===== config.mk =====
export PLATFORM = sky130hd
export DESIGN_NAME = s420_stim_driver
export DESIGN_NICKNAME = d
export VERILOG_FILES = /design/src/rtl/s420_stim_driver.sv
export SDC_FILE = /design/constraint.sdc
export NUM_CORES = 1
export LEC_CHECK = 0
export BUFFER_PORTS_ARGS = -buffer_cell sky130_fd_sc_hd__buf_2
export CAP_MARGIN = 20
export CORE_ASPECT_RATIO = 0.9
export CORE_MARGIN = 5
export CORE_UTILIZATION = 58
export DETAILED_ROUTE_END_ITERATION = 12
export GPL_ROUTABILITY_DRIVEN = 1
export PLACE_DENSITY = 0.86
export SLEW_MARGIN = 20
export SYNTH_ARGS = -nofsm -noshare
export SYNTH_HDL_FRONTEND = slang
export SYNTH_SLANG_ARGS = --single-unit

===== constraint.sdc =====
create_clock -name CK -period 6.75 [get_ports CK]
set_input_delay 0.3375 -clock CK [delete_from_list [all_inputs] [get_ports CK]]
set_output_delay 0.3375 -clock CK [all_outputs]
set_load 0.01 [all_outputs]

===== src/rtl/s420_stim_driver.sv =====
// s420_stim_driver: drives P_0/C into a counter/decoder for nsteps cycles and tallies Z responses.
// Optional S420_DRV_FIRST_HIT_EN adds first_hit/first_hit_vld capture of the first Z=1 step.
module s420_stim_driver (
    input  logic        CK,
    input  logic        RST,
    input  logic        start,
    input  logic [16:0] mask,
    input  logic [15:0] nsteps,
    input  logic        Z,
    output logic        P_0,
    output logic [16:0] C,
    output logic        busy,
    output logic        done,
    output logic [15:0] hit_count,
`ifdef S420_DRV_FIRST_HIT_EN
    output logic [15:0] first_hit,
    output logic        first_hit_vld,
`endif
    output logic [15:0] step_count
);
    typedef enum logic [1:0] {IDLE = 2'd0, RUN = 2'd1, DONE = 2'd2} state_t;
    state_t      r_state;
    logic        r_p0;
    logic [16:0] r_c;
    logic        r_busy;
    logic        r_done;
    logic [15:0] r_hit;
    logic [15:0] r_step;
    logic [15:0] r_nsteps;
    logic [15:0] w_step_nxt;
    logic [15:0] w_hit_nxt;
    logic        w_run_end;
`ifdef S420_DRV_FIRST_HIT_EN
    logic [15:0] r_first;
    logic        r_first_vld;
    assign first_hit     = r_first;
    assign first_hit_vld = r_first_vld;
`endif
    assign w_step_nxt = r_step + 16'd1;
    assign w_run_end  = w_step_nxt == r_nsteps;
    // hit_count saturates rather than wrapping on very long runs
    assign w_hit_nxt  = (Z && r_hit != 16'hFFFF) ? r_hit + 16'd1 : r_hit;
    assign P_0        = r_p0;
    assign C          = r_c;
    assign busy       = r_busy;
    assign done       = r_done;
    assign hit_count  = r_hit;
    assign step_count = r_step;
    always_ff @(posedge CK or posedge RST) begin
        if (RST) begin
            r_state  <= IDLE;
            r_p0     <= 1'b0;
            r_c      <= '0;
            r_busy   <= 1'b0;
            r_done   <= 1'b0;
            r_hit    <= '0;
            r_step   <= '0;
            r_nsteps <= '0;
`ifdef S420_DRV_FIRST_HIT_EN
            r_first     <= '0;
            r_first_vld <= 1'b0;
`endif
        end else begin
            case (r_state)
                IDLE: begin
                    if (start) begin
                        r_nsteps <= nsteps;
                        r_hit    <= '0;
                        r_step   <= '0;
                        r_busy   <= 1'b1;
`ifdef S420_DRV_FIRST_HIT_EN
                        r_first     <= '0;
                        r_first_vld <= 1'b0;
`endif
                        if (nsteps != 16'd0) begin
                            r_state <= RUN;
                            r_p0    <= 1'b1;
                            r_c     <= mask;
                        end else begin
                            r_state <= DONE;
                            r_done  <= 1'b1;
                        end
                    end
                end
                RUN: begin
                    r_hit  <= w_hit_nxt;
                    r_step <= w_step_nxt;
`ifdef S420_DRV_FIRST_HIT_EN
                    if (Z && !r_first_vld) begin
                        r_first     <= r_step;
                        r_first_vld <= 1'b1;
                    end
`endif
                    if (w_run_end) begin
                        r_state <= DONE;
                        r_p0    <= 1'b0;
                        r_c     <= '0;
                        r_done  <= 1'b1;
                    end
                end
                DONE: begin
                    r_state <= IDLE;
                    r_done  <= 1'b0;
                    r_busy  <= 1'b0;
                end
                default: begin
                    r_state <= IDLE;
                    r_p0    <= 1'b0;
                    r_c     <= '0;
                    r_done  <= 1'b0;
                    r_busy  <= 1'b0;
                end
            endcase
        end
    end
endmodule

==> impl_metrics.json <==
{
  "final_max_slew_viol_count": 0,
  "nFillCells": 527,
  "synth_seq_cells": 70,
  "drtIter0Drc": 223,
  "path_clk_slew_ns": 0.08,
  "dp_cells": 582,
  "regArea_mm2": 0.00175,
  "antenna_found_initial": 0,
  "reg2reg_to": "C[4]$_DFFE_PP0P_",
  "yosysTopAreaCellShare_pct": 46.5,
  "vdd_drop_max_mv": 0.197,
  "timing.setup.tns_ns": 0,
  "intPower_w": 0.000891,
  "slew_headroom_pct": 31.8,
  "avgRoutedWirePerCell_um": 16.0,
  "final_antenna_net_count": 0,
  "clock-sinks": 70,
  "yosys.area.top_type": "dfrtp_1",
  "hold_viol_final": 0,
  "path_max_fanout": 18,
  "track_usage_pct": 24.6,
  "placed_cell_area_mm2": 0.00423,
  "layout-drive-gt1-share_pct": 24.3,
  "pin_count": 89,
  "synthFlopType": "dfrtp_1",
  "skew_ns": 0.0112,
  "sequentialPowerShare_pct": 47.2,
  "post_cts_buffers": 0,
  "post-route-drc-count": 0,
  "overflow": 0,
  "synth.most_common_cell": "nand2_1",
  "pre_cts_slack_ns": 3.66,
  "hold_start": "nsteps[11]",
  "die_x_um": 95.0,
  "maxCapViolCount": 0,
  "io_buffers": 88,
  "path_class": "flip-flop to flip-flop",
  "synth_edf_count": 0,
  "slowest_delay_ns": 0.69,
  "fp.dieH_um": 86.5,
  "crit_chain": "ha_1 -> nand4_1 -> nor4_1 -> xnor2_1 -> nand3_1 -> nor4_4 -> o21ai_0",
  "grt_pass1_vias": 3358,
  "stdcell_area_mm2": 0.00441,
  "clockBufferDepth": 2,
  "syn_to_final_growth_pct": 17.1,
  "cp_slowest_cell": "nor4_4",
  "cts_tree": "yes",
  "timing.fmax_ghz": 0.355,
  "cp.required_ns": 6.95,
  "clkLatencyLatePin_ns": 0.36,
  "synthCells": 429,
  "nNetsFinal": 545,
  "ys_top_cells_by_area": "dfrtp_1 46%, nand2_1 9.6%, o21ai_0 6.1%",
  "crit_start": "step_count[0]$_DFFE_PP0P_",
  "comb_power_share_pct": 32.8,
  "startpoint_type": "flip-flop",
  "route.vias.total": 3510,
  "grt_max_degree": 71,
  "layoutNonFillerInstCount": 598,
  "htreeDepth": 3,
  "switching_share_pct": 41.0,
  "clockRootBuffer": "clkbuf_8",
  "critical-path-top-delay-family": "simple AND/OR/NAND/NOR gates",
  "grt_pass1_wl_mm": 15.8,
  "ys_seq_area_share_pct": 46.5,
  "place_congestion": 0.931,
  "min_to": "r_nsteps[11]$_DFFE_PP0P_",
  "arrival_ns": 3.02,
  "die-area_mm2": 0.00821,
  "hold-path-cell-count": 3,
  "syn_avg_cell_area_um2": 8.78,
  "hp-class": "input pin to flip-flop",
  "r2r_start": "step_count[0]$_DFFE_PP0P_",
  "initial_core_util_pct": 60.6,
  "n_antenna_cell": 0,
  "synth.distinct_cells": 54,
  "cts_buffers": 9,
  "dpl.hpwl_mm": 6.68,
  "p_leak_nw": 2.01,
  "routed_wl_mm": 9.58,
  "power.density_mw_per_mm2": 342,
  "synth_area_mm2": 0.00377,
  "async_flop_share_pct": 100,
  "setup_viol": 0,
  "timing.final.ws_setup_ns": 3.93,
  "synthTopCellsByCount": "96 x nand2_1, 70 x dfrtp_1, 46 x o21ai_0",
  "cts_hold_buf": 0,
  "worstMarginPinSlew_ns": 1.02,
  "p_switching_w": 0.000619,
  "timing.final.crit_period_ns": 2.82,
  "ys_warn_count": 0,
  "synthesis.nets": 468,
  "ff2ff_path_depth": 7,
  "period_share_pct": 41.7,
  "rows": 27,
  "ctsResizeCount": 0,
  "core_area_mm2": 0.00622,
  "detail_route.vias_per_cell": 5.87,
  "status": "complete, no violations",
  "p_clk_share_pct": 20.0,
  "rsz0062_at_grt": "no",
  "cp-end-kind": "flip-flop",
  "hold_slack_ns": 0.182,
  "first_pass_iters": 5,
  "path_buf_inv": 0,
  "regToRegSetupSlack_ns": 3.93,
  "multi_input_area_mm2": 0.00189
}
[worst reg2reg max path, delay by kind of cell, from the launching register on]
| family | cells | cell delay [ns] |
|---|---|---|
| simple gates | 4 | 1.42 |
| xor+xnor | 1 | 0.21 |
| flops | 1 | 0.46 |
| compound gates | 1 | 0.22 |
| fa+ha+maj | 1 | 0.34 |
[power by group through the flow]
stage	combinational [W]	sequential [W]	clock (W)
after floorplan	0.000308	0.000707	0
after global placement	0.000467	0.000710	0
after detailed placement	0.000497	0.000716	0
after CTS	0.000500	0.000707	0.000307
after global routing	0.000559	0.000736	0.000325
final	0.000496	0.000713	0.000302
[cell type report]
class                      instances  share of cell area [%]
clock buffer                       9                    2.81
clock inverter                     7                    1.13
inverter                           7                   0.596
multi-input combinational        327                    42.8
sequential                        70                    39.7
tap                               87                    2.47
timing repair buffer              91                    10.5
[flip-flops by register name, indices dropped and copies added, names as in the netlist]
signal / count
P_0: 1
step_count: 16
r_state: 2
hit_count: 16
C: 17
busy: 1
done: 1
r_nsteps: 16
[per-stage QoR]
stage	util, %	power (W)
2_1_floorplan	-	0.00102
3_3_place_gp	68.1	0.00118
3_5_place_dp	68.1	0.00121
4_1_cts	70.9	0.00151
5_1_grt	71.0	0.00162
6_report	71.0	0.00151
[cells in the final DEF (no fill, tap or decap), types with 3 or more instances in the layout]
cell,count
a31oi_1,4
buf_2,88
nand3_1,14
nor3_1,5
buf_4,3
inv_1,6
a22oi_1,17
xnor2_1,18
o31ai_1,4
nand2_1,96
a211oi_1,3
nor2_1,30
nor4_1,9
a21oi_1,7
or3_1,3
clkbuf_8,9
o41ai_1,3
o21ai_0,46
a2111oi_0,3
clkinvlp_4,3
and4_1,3
dfrtp_1,70
nand4_1,10
xor2_1,13
[worst max path at each step]
stage	end	slack [ns]	depth (start not counted)
6_report	C[4]$_DFFE_PP0P_	3.93	7
5_1_grt	C[6]$_DFFE_PP0P_	3.53	7
4_1_cts	C[4]$_DFFE_PP0P_	3.89	7
3_5_place_dp	C[1]$_DFFE_PP0P_	3.66	7
3_3_place_gp	C[6]$_DFFE_PP0P_	3.80	7
2_1_floorplan	r_state[0]$_DFFE_PP0P_	4.32	7
[cell families (layout without fill, tap and decap cells)]
group                    after synthesis  after routing  share of synthesized area, %
AO/OA/AOI/OAI                        104            104                          17.8
XOR/XNOR                              31             31                          7.21
adder cells (fa/ha/maj)                2              2                         0.664
buffers and inverters                 32            114                          3.72
flip-flops                            70             70                          46.5
multiplexers                           1              1                         0.266
AND/OR/NAND/NOR                      189            189                          23.8
[per-layer routing]
layer | up-vias | track usage [%] | wire length [µm]
met2 | 160 | 37.4 | 4310
met4 | 0 | 7.86 | 131
met3 | 21 | 8.07 | 874
met1 | 1645 | 33.4 | 4270
li1 | 1684 | - | -
met5 | - | 0 | 0
No activity file was read; power rests on OpenSTA's default activity.
